<file path="src/rtl/sram_bist_pkg.sv">
// Shared types for the SRAM March BIST engine: FSM states, March elements,
// op encoding and the per-element op table.
package sram_bist_pkg;

    typedef enum logic [1:0] {
        ST_IDLE,
        ST_RUN,
        ST_DRAIN,
        ST_DONE
    } state_e;

    typedef enum logic [2:0] {
        M0,
        M1,
        M2,
        M3,
        M4,
        M5
    } elem_e;

    typedef enum logic {
        OP_RD = 1'b0,
        OP_WR = 1'b1
    } op_kind_e;

    typedef enum logic {
        DIR_UP   = 1'b0,
        DIR_DOWN = 1'b1
    } dir_e;

    // pol = 0 selects the background pattern, pol = 1 its complement
    typedef struct packed {
        op_kind_e kind;
        logic     pol;
    } op_t;

    // Ops per element, indexed by elem_e (listed M5 down to M0)
    localparam logic [5:0][1:0] ELEM_OPS = {2'd1, 2'd2, 2'd2, 2'd2, 2'd2, 2'd1};

    function automatic dir_e elem_dir(elem_e e);
        return (e == M3 || e == M4 || e == M5) ? DIR_DOWN : DIR_UP;
    endfunction

    function automatic op_t elem_op(elem_e e, logic idx);
        op_t op;
        op.kind = OP_RD;
        op.pol  = 1'b0;
        case (e)
            M0: begin
                op.kind = OP_WR;
                op.pol  = 1'b0;
            end
            M1, M3: begin
                op.kind = idx ? OP_WR : OP_RD;
                op.pol  = idx;
            end
            M2, M4: begin
                op.kind = idx ? OP_WR : OP_RD;
                op.pol  = !idx;
            end
            default: begin
                op.kind = OP_RD;
                op.pol  = 1'b0;
            end
        endcase
        return op;
    endfunction

endpackage

</file>
<file path="src/rtl/sram_bist_checker.sv">
// Read-data checker: delays each issued read by READ_LAT cycles, compares the
// selected macro's dout slice and keeps the error count and first-fail record.
module sram_bist_checker #(
    parameter int ADDR_W    = 10,
    parameter int DATA_W    = 32,
    parameter int NUM_SRAMS = 16,
    parameter int SEL_W     = $clog2(NUM_SRAMS),
    parameter int READ_LAT  = 1,
    parameter int ERR_CNT_W = 16
) (
    input  logic                        clk,
    input  logic                        rstn,
    input  logic                        i_clear,
    input  logic                        i_rd_valid,
    input  logic [ADDR_W-1:0]           i_rd_addr,
    input  logic [DATA_W-1:0]           i_rd_exp,
    input  logic [SEL_W-1:0]            i_sel,
    input  logic [NUM_SRAMS*DATA_W-1:0] i_dout_flat,
    output logic [ERR_CNT_W-1:0]        o_err_count,
    output logic [ADDR_W-1:0]           o_first_fail_addr,
    output logic [DATA_W-1:0]           o_first_fail_data
);

    logic              r_pv [READ_LAT];
    logic [ADDR_W-1:0] r_pa [READ_LAT];
    logic [DATA_W-1:0] r_pe [READ_LAT];

    logic [ERR_CNT_W-1:0] r_err_count;
    logic [ADDR_W-1:0]    r_ff_addr;
    logic [DATA_W-1:0]    r_ff_data;
    logic [DATA_W-1:0]    w_dout;
    logic                 w_mismatch;

    always_ff @(posedge clk) begin
        if (!rstn) begin
            for (int i = 0; i < READ_LAT; i++) r_pv[i] <= 1'b0;
        end else begin
            r_pv[0] <= i_rd_valid;
            for (int i = 1; i < READ_LAT; i++) r_pv[i] <= r_pv[i-1];
        end
    end

    // NOTE: address/expected stages carry no reset; only the valid bits
    // qualify them, so resetting this storage would add cost for nothing.
    always_ff @(posedge clk) begin
        r_pa[0] <= i_rd_addr;
        r_pe[0] <= i_rd_exp;
        for (int i = 1; i < READ_LAT; i++) begin
            r_pa[i] <= r_pa[i-1];
            r_pe[i] <= r_pe[i-1];
        end
    end

    // An out-of-range select reads as zero, so the run still records data.
    always_comb begin
        w_dout = '0;
        for (int i = 0; i < NUM_SRAMS; i++) begin
            if (SEL_W'(i) == i_sel) w_dout = i_dout_flat[i*DATA_W +: DATA_W];
        end
    end

    assign w_mismatch = r_pv[READ_LAT-1] && (w_dout != r_pe[READ_LAT-1]);

    always_ff @(posedge clk) begin
        if (!rstn || i_clear) begin
            r_err_count <= '0;
            r_ff_addr   <= '0;
            r_ff_data   <= '0;
        end else if (w_mismatch) begin
            if (r_err_count != '1) r_err_count <= r_err_count + 1'b1;
            if (r_err_count == '0) begin
                r_ff_addr <= r_pa[READ_LAT-1];
                r_ff_data <= w_dout;
            end
        end
    end

    assign o_err_count       = r_err_count;
    assign o_first_fail_addr = r_ff_addr;
    assign o_first_fail_data = r_ff_data;

endmodule

</file>
<file path="src/rtl/sram_march_bist.sv">
// March C- / write-read sweep engine driving the shared OpenRAM port-0 bus;
// owns the run FSM, address sequencing and registered bus drive.
module sram_march_bist
    import sram_bist_pkg::*;
#(
    parameter int ADDR_W    = 10,
    parameter int DATA_W    = 32,
    parameter int WMASK_W   = 4,
    parameter int NUM_SRAMS = 16,
    parameter int SEL_W     = $clog2(NUM_SRAMS),
    parameter int READ_LAT  = 1,
    parameter int ERR_CNT_W = 16
) (
    input  logic                        clk,
    input  logic                        rstn,
    input  logic                        start,
    input  logic                        mode,
    input  logic [SEL_W-1:0]            sram_sel,
    input  logic [ADDR_W-1:0]           addr_max,
    input  logic [DATA_W-1:0]           pattern,
    input  logic [NUM_SRAMS*DATA_W-1:0] dout_flat,
    output logic [NUM_SRAMS-1:0]        csb0,
    output logic                        web0,
    output logic [WMASK_W-1:0]          wmask0,
    output logic [ADDR_W-1:0]           addr0,
    output logic [DATA_W-1:0]           din0,
    output logic                        busy,
    output logic                        done,
    output logic                        pass,
    output logic [ERR_CNT_W-1:0]        err_count,
    output logic [ADDR_W-1:0]           first_fail_addr,
    output logic [DATA_W-1:0]           first_fail_data
);

    localparam int DRAIN_W = $clog2(READ_LAT + 1);

    state_e              r_state, w_state_nxt;
    elem_e               r_elem, w_elem_nxt, w_elem_after;
    logic                r_opi, w_opi_nxt;
    logic [ADDR_W-1:0]   r_addr, w_addr_nxt;
    logic                r_ops_done, w_ops_done_nxt;
    logic [DRAIN_W-1:0]  r_drain_cnt;

    logic                r_mode;
    logic [SEL_W-1:0]    r_sel;
    logic [ADDR_W-1:0]   r_addr_max;
    logic [DATA_W-1:0]   r_pattern;

    logic [NUM_SRAMS-1:0] r_csb0, w_csb0;
    logic                 r_web0;
    logic [WMASK_W-1:0]   r_wmask0;
    logic [ADDR_W-1:0]    r_addr0;
    logic [DATA_W-1:0]    r_din0;
    logic                 r_rd_valid;
    logic [DATA_W-1:0]    r_rd_exp;
    logic                 r_busy, r_done;

    op_t                  w_op;
    logic                 w_down, w_op_last, w_addr_end;
    logic                 w_issue, w_accept, w_sel_ok;
    logic [DATA_W-1:0]    w_data;
    logic [ERR_CNT_W-1:0] w_err_count;

    assign w_sel_ok = ({1'b0, r_sel} < (SEL_W+1)'(NUM_SRAMS));

    // NOTE: every comb output gets a default before the case so that no path
    // leaves a signal unassigned and infers a latch.
    always_comb begin
        w_op         = elem_op(r_elem, r_opi);
        w_down       = !r_mode && (elem_dir(r_elem) == DIR_DOWN);
        w_op_last    = r_opi || (ELEM_OPS[r_elem] == 2'd1);
        w_addr_end   = w_down ? (r_addr == '0) : (r_addr == r_addr_max);
        w_elem_after = r_mode ? M5 : elem_e'(r_elem + 3'd1);
        w_data       = w_op.pol ? ~r_pattern : r_pattern;

        w_state_nxt    = r_state;
        w_elem_nxt     = r_elem;
        w_opi_nxt      = r_opi;
        w_addr_nxt     = r_addr;
        w_ops_done_nxt = r_ops_done;
        w_issue        = 1'b0;
        w_accept       = 1'b0;

        case (r_state)
            ST_IDLE, ST_DONE: begin
                if (start) begin
                    w_accept       = 1'b1;
                    w_state_nxt    = ST_RUN;
                    w_elem_nxt     = M0;
                    w_opi_nxt      = 1'b0;
                    w_addr_nxt     = '0;
                    w_ops_done_nxt = 1'b0;
                end
            end
            ST_RUN: begin
                if (r_ops_done) begin
                    w_state_nxt = ST_DRAIN;
                end else begin
                    w_issue = 1'b1;
                    if (!w_op_last) begin
                        w_opi_nxt = 1'b1;
                    end else begin
                        w_opi_nxt = 1'b0;
                        if (!w_addr_end) begin
                            w_addr_nxt = w_down ? r_addr - 1'b1 : r_addr + 1'b1;
                        end else if (r_elem == M5) begin
                            w_ops_done_nxt = 1'b1;
                        end else begin
                            w_elem_nxt = w_elem_after;
                            w_addr_nxt = (!r_mode && elem_dir(w_elem_after) == DIR_DOWN)
                                         ? r_addr_max : '0;
                        end
                    end
                end
            end
            ST_DRAIN: begin
                if (r_drain_cnt == DRAIN_W'(READ_LAT - 1)) w_state_nxt = ST_DONE;
            end
            default: w_state_nxt = ST_IDLE;
        endcase
    end

    always_comb begin
        w_csb0 = '1;
        if (w_issue && w_sel_ok) w_csb0[r_sel] = 1'b0;
    end

    // NOTE: all state uses non-blocking assignments so every register samples
    // the pre-edge values regardless of statement order.
    always_ff @(posedge clk) begin
        if (!rstn) begin
            r_state     <= ST_IDLE;
            r_elem      <= M0;
            r_opi       <= 1'b0;
            r_addr      <= '0;
            r_ops_done  <= 1'b0;
            r_drain_cnt <= '0;
            r_mode      <= 1'b0;
            r_sel       <= '0;
            r_addr_max  <= '0;
            r_pattern   <= '0;
            r_csb0      <= '1;
            r_web0      <= 1'b1;
            r_wmask0    <= '0;
            r_addr0     <= '0;
            r_din0      <= '0;
            r_rd_valid  <= 1'b0;
            r_rd_exp    <= '0;
            r_busy      <= 1'b0;
            r_done      <= 1'b0;
        end else begin
            r_state     <= w_state_nxt;
            r_elem      <= w_elem_nxt;
            r_opi       <= w_opi_nxt;
            r_addr      <= w_addr_nxt;
            r_ops_done  <= w_ops_done_nxt;
            r_drain_cnt <= (r_state == ST_DRAIN) ? r_drain_cnt + 1'b1 : '0;
            if (w_accept) begin
                r_mode     <= mode;
                r_sel      <= sram_sel;
                r_addr_max <= addr_max;
                r_pattern  <= pattern;
            end
            r_csb0     <= w_csb0;
            r_web0     <= !(w_issue && w_op.kind == OP_WR);
            r_wmask0   <= {WMASK_W{w_issue}};
            r_addr0    <= w_issue ? r_addr : '0;
            r_din0     <= (w_issue && w_op.kind == OP_WR) ? w_data : '0;
            r_rd_valid <= w_issue && (w_op.kind == OP_RD);
            r_rd_exp   <= w_data;
            r_busy     <= (w_state_nxt == ST_RUN) || (w_state_nxt == ST_DRAIN);
            r_done     <= (w_state_nxt == ST_DONE);
        end
    end

    sram_bist_checker #(
        .ADDR_W    (ADDR_W),
        .DATA_W    (DATA_W),
        .NUM_SRAMS (NUM_SRAMS),
        .SEL_W     (SEL_W),
        .READ_LAT  (READ_LAT),
        .ERR_CNT_W (ERR_CNT_W)
    ) u_checker (
        .clk               (clk),
        .rstn              (rstn),
        .i_clear           (w_accept),
        .i_rd_valid        (r_rd_valid),
        .i_rd_addr         (r_addr0),
        .i_rd_exp          (r_rd_exp),
        .i_sel             (r_sel),
        .i_dout_flat       (dout_flat),
        .o_err_count       (w_err_count),
        .o_first_fail_addr (first_fail_addr),
        .o_first_fail_data (first_fail_data)
    );

    assign csb0      = r_csb0;
    assign web0      = r_web0;
    assign wmask0    = r_wmask0;
    assign addr0     = r_addr0;
    assign din0      = r_din0;
    assign busy      = r_busy;
    assign done      = r_done;
    assign err_count = w_err_count;
    assign pass      = r_done && (w_err_count == '0);

endmodule

</file>
<file path="config.mk">
export PLATFORM = sky130hd
export DESIGN_NAME = sram_march_bist
export DESIGN_NICKNAME = d
export VERILOG_FILES = /design/src/rtl/sram_bist_pkg.sv /design/src/rtl/sram_bist_checker.sv /design/src/rtl/sram_march_bist.sv
export SDC_FILE = /design/constraint.sdc
export NUM_CORES = 1
export LEC_CHECK = 0
export ABC_CLOCK_PERIOD_IN_PS = 7700
export CORE_AREA = 3 3 266 268
export CTS_BUF_LIST = sky130_fd_sc_hd__clkbuf_16
export CTS_CLUSTER_DIAMETER = 30
export CTS_CLUSTER_SIZE = 14
export DETAILED_ROUTE_END_ITERATION = 8
export DIE_AREA = 0 0 269 271
export PLACE_DENSITY_LB_ADDON = 0.25
export SYNTH_ARGS = -nofsm -noshare
export SYNTH_HDL_FRONTEND = slang
export SYNTH_SLANG_ARGS = --single-unit
export TNS_END_PERCENT = 100
</file>
<file path="constraint.sdc">
create_clock -name clk -period 7.7 [get_ports clk]
set_clock_uncertainty 0.1 [all_clocks]
set_input_delay 0.77 -clock clk [delete_from_list [all_inputs] [get_ports clk]]
set_output_delay 0.77 -clock clk [all_outputs]
set_load 0.02 [all_outputs]
</file>
==> results.md, run 1 <==
- CP arrival: just under 6 ns
- Data required time at the worst endpoint: roughly 8.0 ns
- Clk slew on worst S/H paths: around 0.05 ns
- Synth warnings: 0
- Final WL: ~110000 um
- Critical path cell sequence: buf_12 > nor2b_2 > buf_4 > o2bb2ai_1 > a222oi_1 > o22ai_1 > a2111oi_4 > nand4_1 > nor4_4 > a311o_2 > or3_1 > a21oi_1
- Finished Layout Cells: roughly 3600
- Final setup TNS: 0 ns
- H-tree depth: 3
- DP Worst Slack: between 1.5 and 2 ns
- CP max stage delay: approximately 0.90 ns
- CP Class: flip-flop to flip-flop
- First-pass GRT wire length: roughly 150000 um
- Area Overhead vs Synth: 62.2%
- GP Congestion: 0.970
- Maximum capacitance violations: 0
- Layout cell share with drive strength beyond 1: 0.0783
- Seq/Total Area, Yosys: 0.332
- Final routed DRC violation total: 0
- Mapped Cells: a little under 2000
- Tightest Pin Transition: between 1 and 1.5 ns
- Clock period minus worst slack: 5.55 ns
- RSZ-0062 raised after global routing: false
- Initial antenna violation count: a little over 60
- Status: completed
- HP Class: flip-flop to flip-flop
- Top routing layer used: met5
- Antenna-violating nets left: 0
- Setup ws final: around 2.2 ns
- Initial Utilization: 0.231
- CTS tree: built
- Initial DRC count: 1801
- Most frequent cells in the layout: 684 x clkdlybuf4s50_1, 260 x nand2_1, 259 x dfxtp_1
- Max IR drop VDD: roughly 0.00015 V
- Root buf cell: clkbuf_16
- Post-Syn Area per Cell: 8.13 um^2
- Worst hold slack: 0.217 ns
- Cell variety after synth: slightly above 90
- Crit. End Element: flip-flop
- DRT met1 WL: 42800 um
- Post-Syn Nets: 2530
- CTS Buf Count: 67
- Final Hold Fails: 0
- Vias in the first global route: 18944
- Max stage delay cell, worst path: dfxtp_4
- Number of nets in the layout: roughly 3200
- Post-synth EDFFs: 0
- Die width: roughly 270 um
- FFs w/ async S/R, synth: 0
- F_max: roughly 180 MHz
- Placed cell count: between 3000 and 4000
- Die height: roughly 270 um
- Clock Sinks: between 200 and 300
- Largest net degree at the start of global routing: 72
- Top FF cell, synth: dfxtp_1
- Commonest non-fill, non-tap cell in the layout: clkdlybuf4s50_1
- Flops & latches, synth: around 260
- First-pass DRT Iterations: 6
- Final setup vio count: 0
- Global-route usage over all layers: 0.295
- I/O pins: approximately 690
- Post_cts resized: 0
- Pwr dens: between 200 and 250 nW/um^2
- CP startpoint kind: flip-flop
- Max FO, Critical Path: between 60 and 70
- Detail Route met2 WL: between 50000 and 60000 um
- Die ar.: roughly 73000 um^2
- Maximum buffer depth of the clock tree: 3
- Routed vias: about 19000
- Post-DR wirelength/cell: approximately 31 um
- Slew headroom: 0.276
- Met3 WL: about 9500 um
- DP HPWL: a little over 90000 um
- Pleak: around 9 nW
- Synthesized cell area: between 15000 and 20000 um^2
- Mean number of vias per cell: 5.21
- Final Cycle Share: 0.720
- Worst-Skew Late Latency: approximately 0.59 ns
- Post-CTS setup buffers: 0
- Port bufs: between 600 and 700
- GRT overflow: 0
- Final Max Slew Viols: 0
- Hold buffer count at cts: 0
- Row count: 96
- Core area: just under 70000 um^2
## final timing paths
path                startpoint                             end  slack, ns  cells after the start
setup / recovery      r_sel[1]  u_checker.o_first_fail_data[5]       2.15                     12
hold / removal    r_rd_exp[27]           u_checker.r_pe[0][27]       0.22                      0
setup reg to reg      r_sel[1]  u_checker.o_first_fail_data[5]       2.15                     12
hold reg to reg   r_rd_exp[27]           u_checker.r_pe[0][27]       0.22                      0
## registers in the layout (all words and copies together) (netlist names), 16 cells and up, named ones only
signal / flops
din0: 32
csb0: 16
u_checker.o_first_fail_data: 32
u_checker.r_pe: 32
r_rd_exp: 32
u_checker.o_err_count: 16
r_pattern: 32
## per-stage QoR
stage               utilization  total power [mW]  area, um^2
finish                    0.375              5.18       25700
global route              0.374              5.37       25700
CTS                       0.373              5.23       25600
detailed placement        0.341              2.49       23400
global placement          0.341              2.49       23400
floorplan                     -              1.92       15800
## synth_stat cells (all sizes together), types with 10 or more instances
| cell | count | area, um^2 |
|---|---|---|
| clkbuf | 67 | 251 |
| nor2 | 138 | 521 |
| nand4 | 12 | 75.1 |
| nor2b | 51 | 319 |
| o2bb2ai | 14 | 123 |
| o221ai | 12 | 105 |
| o31ai | 19 | 148 |
| o22ai | 40 | 250 |
| or4 | 12 | 93.8 |
| nor4 | 10 | 83.8 |
| a22oi | 26 | 195 |
| mux2 | 15 | 169 |
| nand3b | 16 | 120 |
| a21oi | 148 | 741 |
| a2111oi | 10 | 116 |
| nand2 | 262 | 983 |
| a211oi | 30 | 250 |
| dfxtp | 263 | 5270 |
| a21boi | 61 | 458 |
| xnor2 | 59 | 517 |
| a2bb2oi | 11 | 96.3 |
| a31oi | 11 | 68.8 |
| a21o | 13 | 97.6 |
| and2 | 20 | 125 |
| a221oi | 15 | 131 |
| buf | 97 | 648 |
| nand2b | 20 | 125 |
| nand3 | 43 | 215 |
| mux2i | 89 | 891 |
| inv | 39 | 146 |
| o211ai | 13 | 97.6 |
| ha | 19 | 238 |
| or3 | 12 | 75.1 |
| nor3 | 19 | 95.1 |
| o21ai | 94 | 470 |
| and3 | 22 | 138 |
## area by class of cell
type                    count  area (um^2)
well taps                 931         1160
inverters                  40          150
multi-input cells        1481         9620
clock buffers              69         1730
diodes                     40          100
fillers                  6983        42900
flip-flops and latches    263         5280
repair buffers            726         7170
clock inverters            51          478
## per-layer routing
layer | track usage | up-vias
li1 | - | 8418
met1 | 0.338 | 9097
met2 | 0.494 | 980
met3 | 0.0844 | 236
met4 | 0.157 | 24
met5 | 0 | -
## kinds of logic (layout without fill, tap and decap cells)
family,after synthesis,in the layout,synth area share
AND/OR/NAND/NOR,672,672,0.206
AO/OA/AOI/OAI,615,615,0.268
flip-flops,263,263,0.332
buffers and inverters,204,886,0.0663
multiplexers,109,109,0.0740
XOR/XNOR,65,65,0.0360
adder cells (fa/ha/maj),20,20,0.0163
other,0,40,0
## critical path: cells and delay by family (launching register included)
kind            cells  cell delay (ns)
flops               1             0.90
simple gates        4             1.05
buf+inv             2             0.65
compound gates      6             2.54
## where the power goes
group	switching, mW	internal, mW
Clock	0.871	1.82
Sequential	0.0610	1.41
Combinational	0.529	0.489
Total	1.46	3.72
(Power assumes the default switching activity.)
==> run 2, diff against run 1 <==
--- a/config.mk
+++ b/config.mk
@@ -5,13 +5,13 @@
 export SDC_FILE = /design/constraint.sdc
 export NUM_CORES = 1
 export LEC_CHECK = 0
-export ABC_CLOCK_PERIOD_IN_PS = 7700
-export CORE_AREA = 3 3 266 268
+export ABC_CLOCK_PERIOD_IN_PS = 4900
+export CORE_AREA = 3 3 267 269
 export CTS_BUF_LIST = sky130_fd_sc_hd__clkbuf_16
 export CTS_CLUSTER_DIAMETER = 30
 export CTS_CLUSTER_SIZE = 14
 export DETAILED_ROUTE_END_ITERATION = 8
-export DIE_AREA = 0 0 269 271
+export DIE_AREA = 0 0 270 272
 export PLACE_DENSITY_LB_ADDON = 0.25
 export SYNTH_ARGS = -nofsm -noshare
 export SYNTH_HDL_FRONTEND = slang
==> constraint.sdc (replaced) <==
create_clock -name clk -period 4.9 [get_ports clk]
set_clock_uncertainty 0.1 [all_clocks]
set_input_delay 0.49 -clock clk [delete_from_list [all_inputs] [get_ports clk]]
set_output_delay 0.49 -clock clk [all_outputs]
set_load 0.02 [all_outputs]
==> run 2 against run 1 <==
  * Die area increased by 0.74%
  * Register-to-register slack lost 2.0 ns
  * Critical endpoint is now u_checker.o_first_fail_data[21]
  * Final area up 2.7%
  * Combinational power rose by 67%
  * Global-route usage down 0.43 points
  * First-iteration DRC count fell by 25%
  * Via count is 0.33% higher
  * Largest cell class unchanged
  * Setup slack lost 2.0 ns
==> results.md, run 2 (same netlist as run 1, synthesis figures left out) <==
- Status: completed
- Mean number of vias per cell: 5.15
- Hold buffer count at cts: 0
- Final Hold Fails: 0
- Area Overhead vs Synth: 66.6%
- CP max stage delay: roughly 1.0 ns
- Layout cell share with drive strength beyond 1: 0.107
- Tightest Pin Transition: approximately 1.2 ns
- CP Class: flip-flop to flip-flop
- Final setup vio count: 0
- Die height: 272 um
- CP startpoint kind: flip-flop
- Max IR drop VDD: approximately 0.00025 V
- CTS tree: built
- Maximum capacitance violations: 0
- GRT overflow: 0
- Data required time at the worst endpoint: about 5.2 ns
- Critical path cell sequence: buf_4 > nor2b_2 > o21ai_0 > a2111oi_1 > a211oi_1 > a2111o_1 > a2111o_1 > nor4_4 > buf_4 > a311oi_4 > buf_12 > mux2i_1 > nor2_1
- Pwr dens: 323 nW/um^2
- Antenna-violating nets left: 0
- Final Cycle Share: 0.962
- Crit. End Element: flip-flop
- R2R depth: 13
- Initial antenna violation count: 43
- HP Class: input port to flip-flop
- Levels on crit path: 13
- Top delay family on crit path: compound AO/OA/AOI/OAI gates
- Post-CTS setup buffers: 0
- Row count: 96
- Worst r2r dst: u_checker.o_first_fail_data[21]
- Routed vias: between 15000 and 20000
- Die ar.: between 70000 and 80000 um^2
- Die width: between 200 and 300 um
- Number of nets in the layout: roughly 3200
- Final total power: roughly 8.5 mW
- H-tree depth: 3
- Final routed DRC violation total: 0
- Vias in the first global route: between 15000 and 20000
- R2r setup slk: between 0.15 and 0.2 ns
- DP HPWL: 91300 um
- Core area: between 60000 and 70000 um^2
- Max stage delay cell, worst path: a2111oi_1
- CP arrival: between 5 and 6 ns
- Max FO, Critical Path: 35
- Worst setup path start: r_sel[3]
- Clk slew on worst S/H paths: 0.04 ns
- Initial DRC count: about 1400
- Global-route usage over all layers: 0.291
- CTS Buf Count: just over 70
- Slew headroom: 0.225
- Worst-Skew Late Latency: just under 0.6 ns
- Crit path capture: u_checker.o_first_fail_data[21]
- Buffers & Inverters on Critical Path: 3
- Initial Utilization: 0.230
- Pleak: 9.36 nW
- I/O pins: between 600 and 700
- Maximum buffer depth of the clock tree: 3
- First-pass GRT wire length: 153000 um
- Worst r2r src: r_sel[3]
- Port bufs: 685
- F_max: 212 MHz
- Root buf cell: clkbuf_16
- Commonest non-fill, non-tap cell in the layout: clkdlybuf4s50_1
- Final setup TNS: 0 ns
- RSZ-0062 raised after global routing: false
- GP Congestion: about 0.93
- Post-DR wirelength/cell: 30.6 um
- First-pass DRT Iterations: 6
- Largest net degree at the start of global routing: 98
- Clock Sinks: 263
- Final WL: between 100000 and 150000 um
- Most frequent cells in the layout: 684 x clkdlybuf4s50_1, 260 x nand2_1, 259 x dfxtp_1
- Final Max Slew Viols: 0
- Clock period minus worst slack: 4.72 ns
[run 2: cell types whose count changed in the layout (fill, tap and decap cells not counted), moves of 3 or more]
cell and delta:
buf_12 +7, buf_4 +58, clkbuf_16 +4, clkinv_2 +3, clkinvlp_4 +3, diode_2 -17, inv_1 -6
[run 2: through the flow]
step	hold WS, ns	setup WS, ns	util	instance area, um^2	instances
floorplan	0.210	0.971	-	15800	1948
global placement	0.215	0.140	0.348	23900	3506
detailed placement	0.212	0.0916	0.348	23900	3506
CTS	0.157	0.0800	0.382	26300	3633
global route	0.211	0.0495	0.383	26400	3651
finish	0.199	0.184	0.383	26400	3657
[run 2: layout make-up]
class | count | area (um^2)
Timing Repair Buffer | 792 | 7760
Fill cell | 7045 | 42400
Antenna cell | 23 | 57.6
Clock buffer | 73 | 1830
Inverter | 40 | 150
Sequential cell | 263 | 5280
Clock inverter | 54 | 537
Multi-Input combinational cell | 1481 | 9620
Tap cell | 931 | 1160
[run 2: report_power, final]
group,internal (mW),switching [mW]
Combinational,0.819,0.886
Clock,3.07,1.46
Sequential,2.22,0.0742
Total,6.11,2.42
[run 2: worst register-to-register path: stages, from the launching register on]
cell	delay, ns
dfxtp_4	0.48
buf_4	0.25
nor2b_2	0.48
o21ai_0	0.21
a2111oi_1	1.01
a211oi_1	0.11
a2111o_1	0.42
a2111o_1	0.43
nor4_4	0.26
buf_4	0.20
a311oi_4	0.16
buf_12	0.22
mux2i_1	0.18
nor2_1	0.05
[run 2: timing repair]
action,4_1_cts,5_1_grt
resized for setup,0,3
hold endpoints to repair,0,0
endpoints found under the setup margin,0,17
[run 2: metal layers]
layer | track usage | vias to the layer above | wire length, um
li1 | - | 8537 | -
met1 | 0.326 | 9111 | 42700
met2 | 0.511 | 924 | 55200
met3 | 0.0837 | 219 | 8840
met4 | 0.129 | 26 | 4910
met5 | 0 | - | 186
[run 2: worst min-delay path by stage]
stage | from | to | cells past startpoint | slack [ns]
floorplan | r_rd_exp[0] | u_checker.r_pe[0][0] | 0 | 0.21
global placement | r_rd_exp[27] | u_checker.r_pe[0][27] | 0 | 0.22
detailed placement | r_rd_exp[30] | u_checker.r_pe[0][30] | 0 | 0.21
CTS | rstn | r_drain_cnt | 3 | 0.16
global route | r_rd_exp[1] | u_checker.r_pe[0][1] | 0 | 0.21
finish | rstn | r_drain_cnt | 3 | 0.20
==> run 3, diff against run 2 <==
--- a/config.mk
+++ b/config.mk
@@ -8,7 +8,6 @@
 export ABC_CLOCK_PERIOD_IN_PS = 4900
 export CORE_AREA = 3 3 267 269
 export CTS_BUF_LIST = sky130_fd_sc_hd__clkbuf_16
-export CTS_CLUSTER_DIAMETER = 30
 export CTS_CLUSTER_SIZE = 14
 export DETAILED_ROUTE_END_ITERATION = 8
 export DIE_AREA = 0 0 270 272
==> run 3 against run 2 <==
  * Clock-buffer cell count down 42
  * Non-clock buffer count is 1 lower
  * Register-to-register slack got worse by 0.02 ns
  * Die area is the same
  * First-iteration DRC count increased by 9.8%
  * Global-route usage shrank 0.41 points
  * Flip-flop and latch count did not move
  * Total power down 26%
  * Hold slack got worse by 0.023 ns
  * Via count fell by 1.4%
  * Final area fell by 5.0%
  * Wire length is 0.95% lower
  * Highest routed layer unchanged
==> results.md, run 3 (same netlist as run 1, synthesis figures left out) <==
- Status: completed
- Port bufs: 685
- Number of nets in the layout: between 3000 and 4000
- Root buf cell: clkbuf_16
- F_max: approximately 210 MHz
- Final Cycle Share: 0.967
- GP Congestion: between 0.9 and 1
- Max FO, Critical Path: between 40 and 50
- First-pass DRT Iterations: 5
- Largest net degree at the start of global routing: 98
- Clock share of power: 0.371
- Initial Utilization: 0.230
- Layout cell share with drive strength beyond 1: 0.0848
- Global-route usage over all layers: 0.286
- Finished Core Util: 0.364
- Clk slew on worst S/H paths: 0.06 ns
- First-pass GRT wire length: 151000 um
- Maximum buffer depth of the clock tree: 3
- Routed vias: approximately 19000
- Final setup TNS: 0 ns
- Final total power: about 6.3 mW
- Max IR drop VDD: about 0.00023 V
- Initial antenna violation count: between 40 and 50
- Initial DRC count: between 1000 and 1500
- Vias in the first global route: roughly 19000
- H-tree depth: 1
- Row count: 96
- Layout fillers: ~7100
- Final Max Slew Viols: 0
- Die width: 270 um
- Clock Sinks: around 260
- R2R depth: 16
- Slew headroom: 0.389
- Most frequent cells in the layout: 684 x clkdlybuf4s50_1, 260 x nand2_1, 259 x dfxtp_1
- Final WL: ~110000 um
- Hold Crit Depth: 3
- Pint: around 4.4 mW
- Combinational share of power: 0.269
- HP Class: input port to flip-flop
- Pleak: 8.72 nW
- Switching Fraction: 0.307
- Clock period minus worst slack: 4.74 ns
- GRT overflow: 0
- CP Class: flip-flop to flip-flop
- Pwr dens: approximately 250 nW/um^2
- Maximum capacitance violations: 0
- CTS tree: built
- Core area: ~69000 um^2
- Worst-Skew Late Latency: about 0.61 ns
- Mean number of vias per cell: roughly 5.2
- Tightest Pin Transition: 0.914 ns
- DP HPWL: between 90000 and 100000 um
- Post-DR wirelength/cell: 30.9 um
- Crit. End Element: flip-flop
- Commonest non-fill, non-tap cell in the layout: clkdlybuf4s50_1
- CP startpoint kind: flip-flop
- Total net switching power: 1.94 mW
- Data required time at the worst endpoint: between 5 and 6 ns
- Antenna-violating nets left: 0
- Seq pwr share: 0.360
- Final setup vio count: 0
- I/O pins: 686
- Die height: between 200 and 300 um
- RSZ-0062 raised after global routing: false
- Die ar.: around 73000 um^2
- Area Overhead vs Synth: 58.2%
- CP arrival: 5.15 ns
- Final Hold Fails: 0
- Final routed DRC violation total: 0
- CTS Buf Count: 31
- Hold buffer count at cts: 0
run 3: per-layer routing:
metal,up-vias,global-route usage,wire (um)
met5,-,0,144
met1,9051,0.332,43500
met4,24,0.112,4490
li1,8430,-,-
met2,856,0.508,54800
met3,201,0.0690,7930
run 3: power by group through the flow:
stage               clock network (mW)  registers [mW]  logic, mW
floorplan                            0            2.29      0.718
global placement                     0            2.33       1.69
detailed placement                   0            2.33       1.68
CTS                               2.43            2.28       1.69
global route                      2.51            2.29       1.79
finish                            2.35            2.28       1.71
run 3: metrics by stage:
step / cells / hold WS, ns / area, um^2 / worst slack, ns
finish: 3586 / 0.176 / 25100 / 0.164
global route: 3580 / 0.204 / 25000 / 0.0322
CTS: 3561 / 0.140 / 25000 / 0.0324
detailed placement: 3506 / 0.212 / 23900 / 0.0916
global placement: 3506 / 0.215 / 23900 / 0.140
floorplan: 1948 / 0.210 / 15800 / 0.971
run 3: what timing repair did:
item / in CTS / in global routing
setup endpoints to repair: 0 / 34
gates resized for setup: 0 / 4
buffers inserted: 0 / 0
hold endpoints to repair: 0 / 0
run 3: final cells by class:
class	instances	area [um^2]	share of cell area
sequential	263	5280	0.211
clock inverter	24	253	0.0101
timing repair buffer	791	7750	0.309
inverter	40	150	0.00599
multi-input combinational	1481	9630	0.384
clock buffer	31	776	0.0310
tap	931	1160	0.0465
antenna	25	62.6	0.00250
run 3: path summary, 6_finish.rpt:
kind                                    from                             end  slack [ns]
worst min-delay path                    rstn                     r_drain_cnt        0.18
worst max-delay path                r_sel[0]  u_checker.o_first_fail_data[3]        0.16
worst min register to register  r_rd_exp[17]           u_checker.r_pe[0][17]        0.22
worst max register to register      r_sel[0]  u_checker.o_first_fail_data[3]        0.16
run 3: worst max-delay path, stage by stage (launching register included):
cell,delay [ns]
dfxtp_4,0.67
buf_12,0.33
buf_12,0.27
mux2i_1,0.34
buf_4,0.19
nor3_1,0.06
a311oi_1,0.23
nand3_1,0.12
or4_4,0.54
a2111oi_4,0.28
nand4_1,0.20
nor4_4,0.31
buf_4,0.20
a311oi_4,0.15
buf_12,0.22
and3_1,0.18
nor3_1,0.17
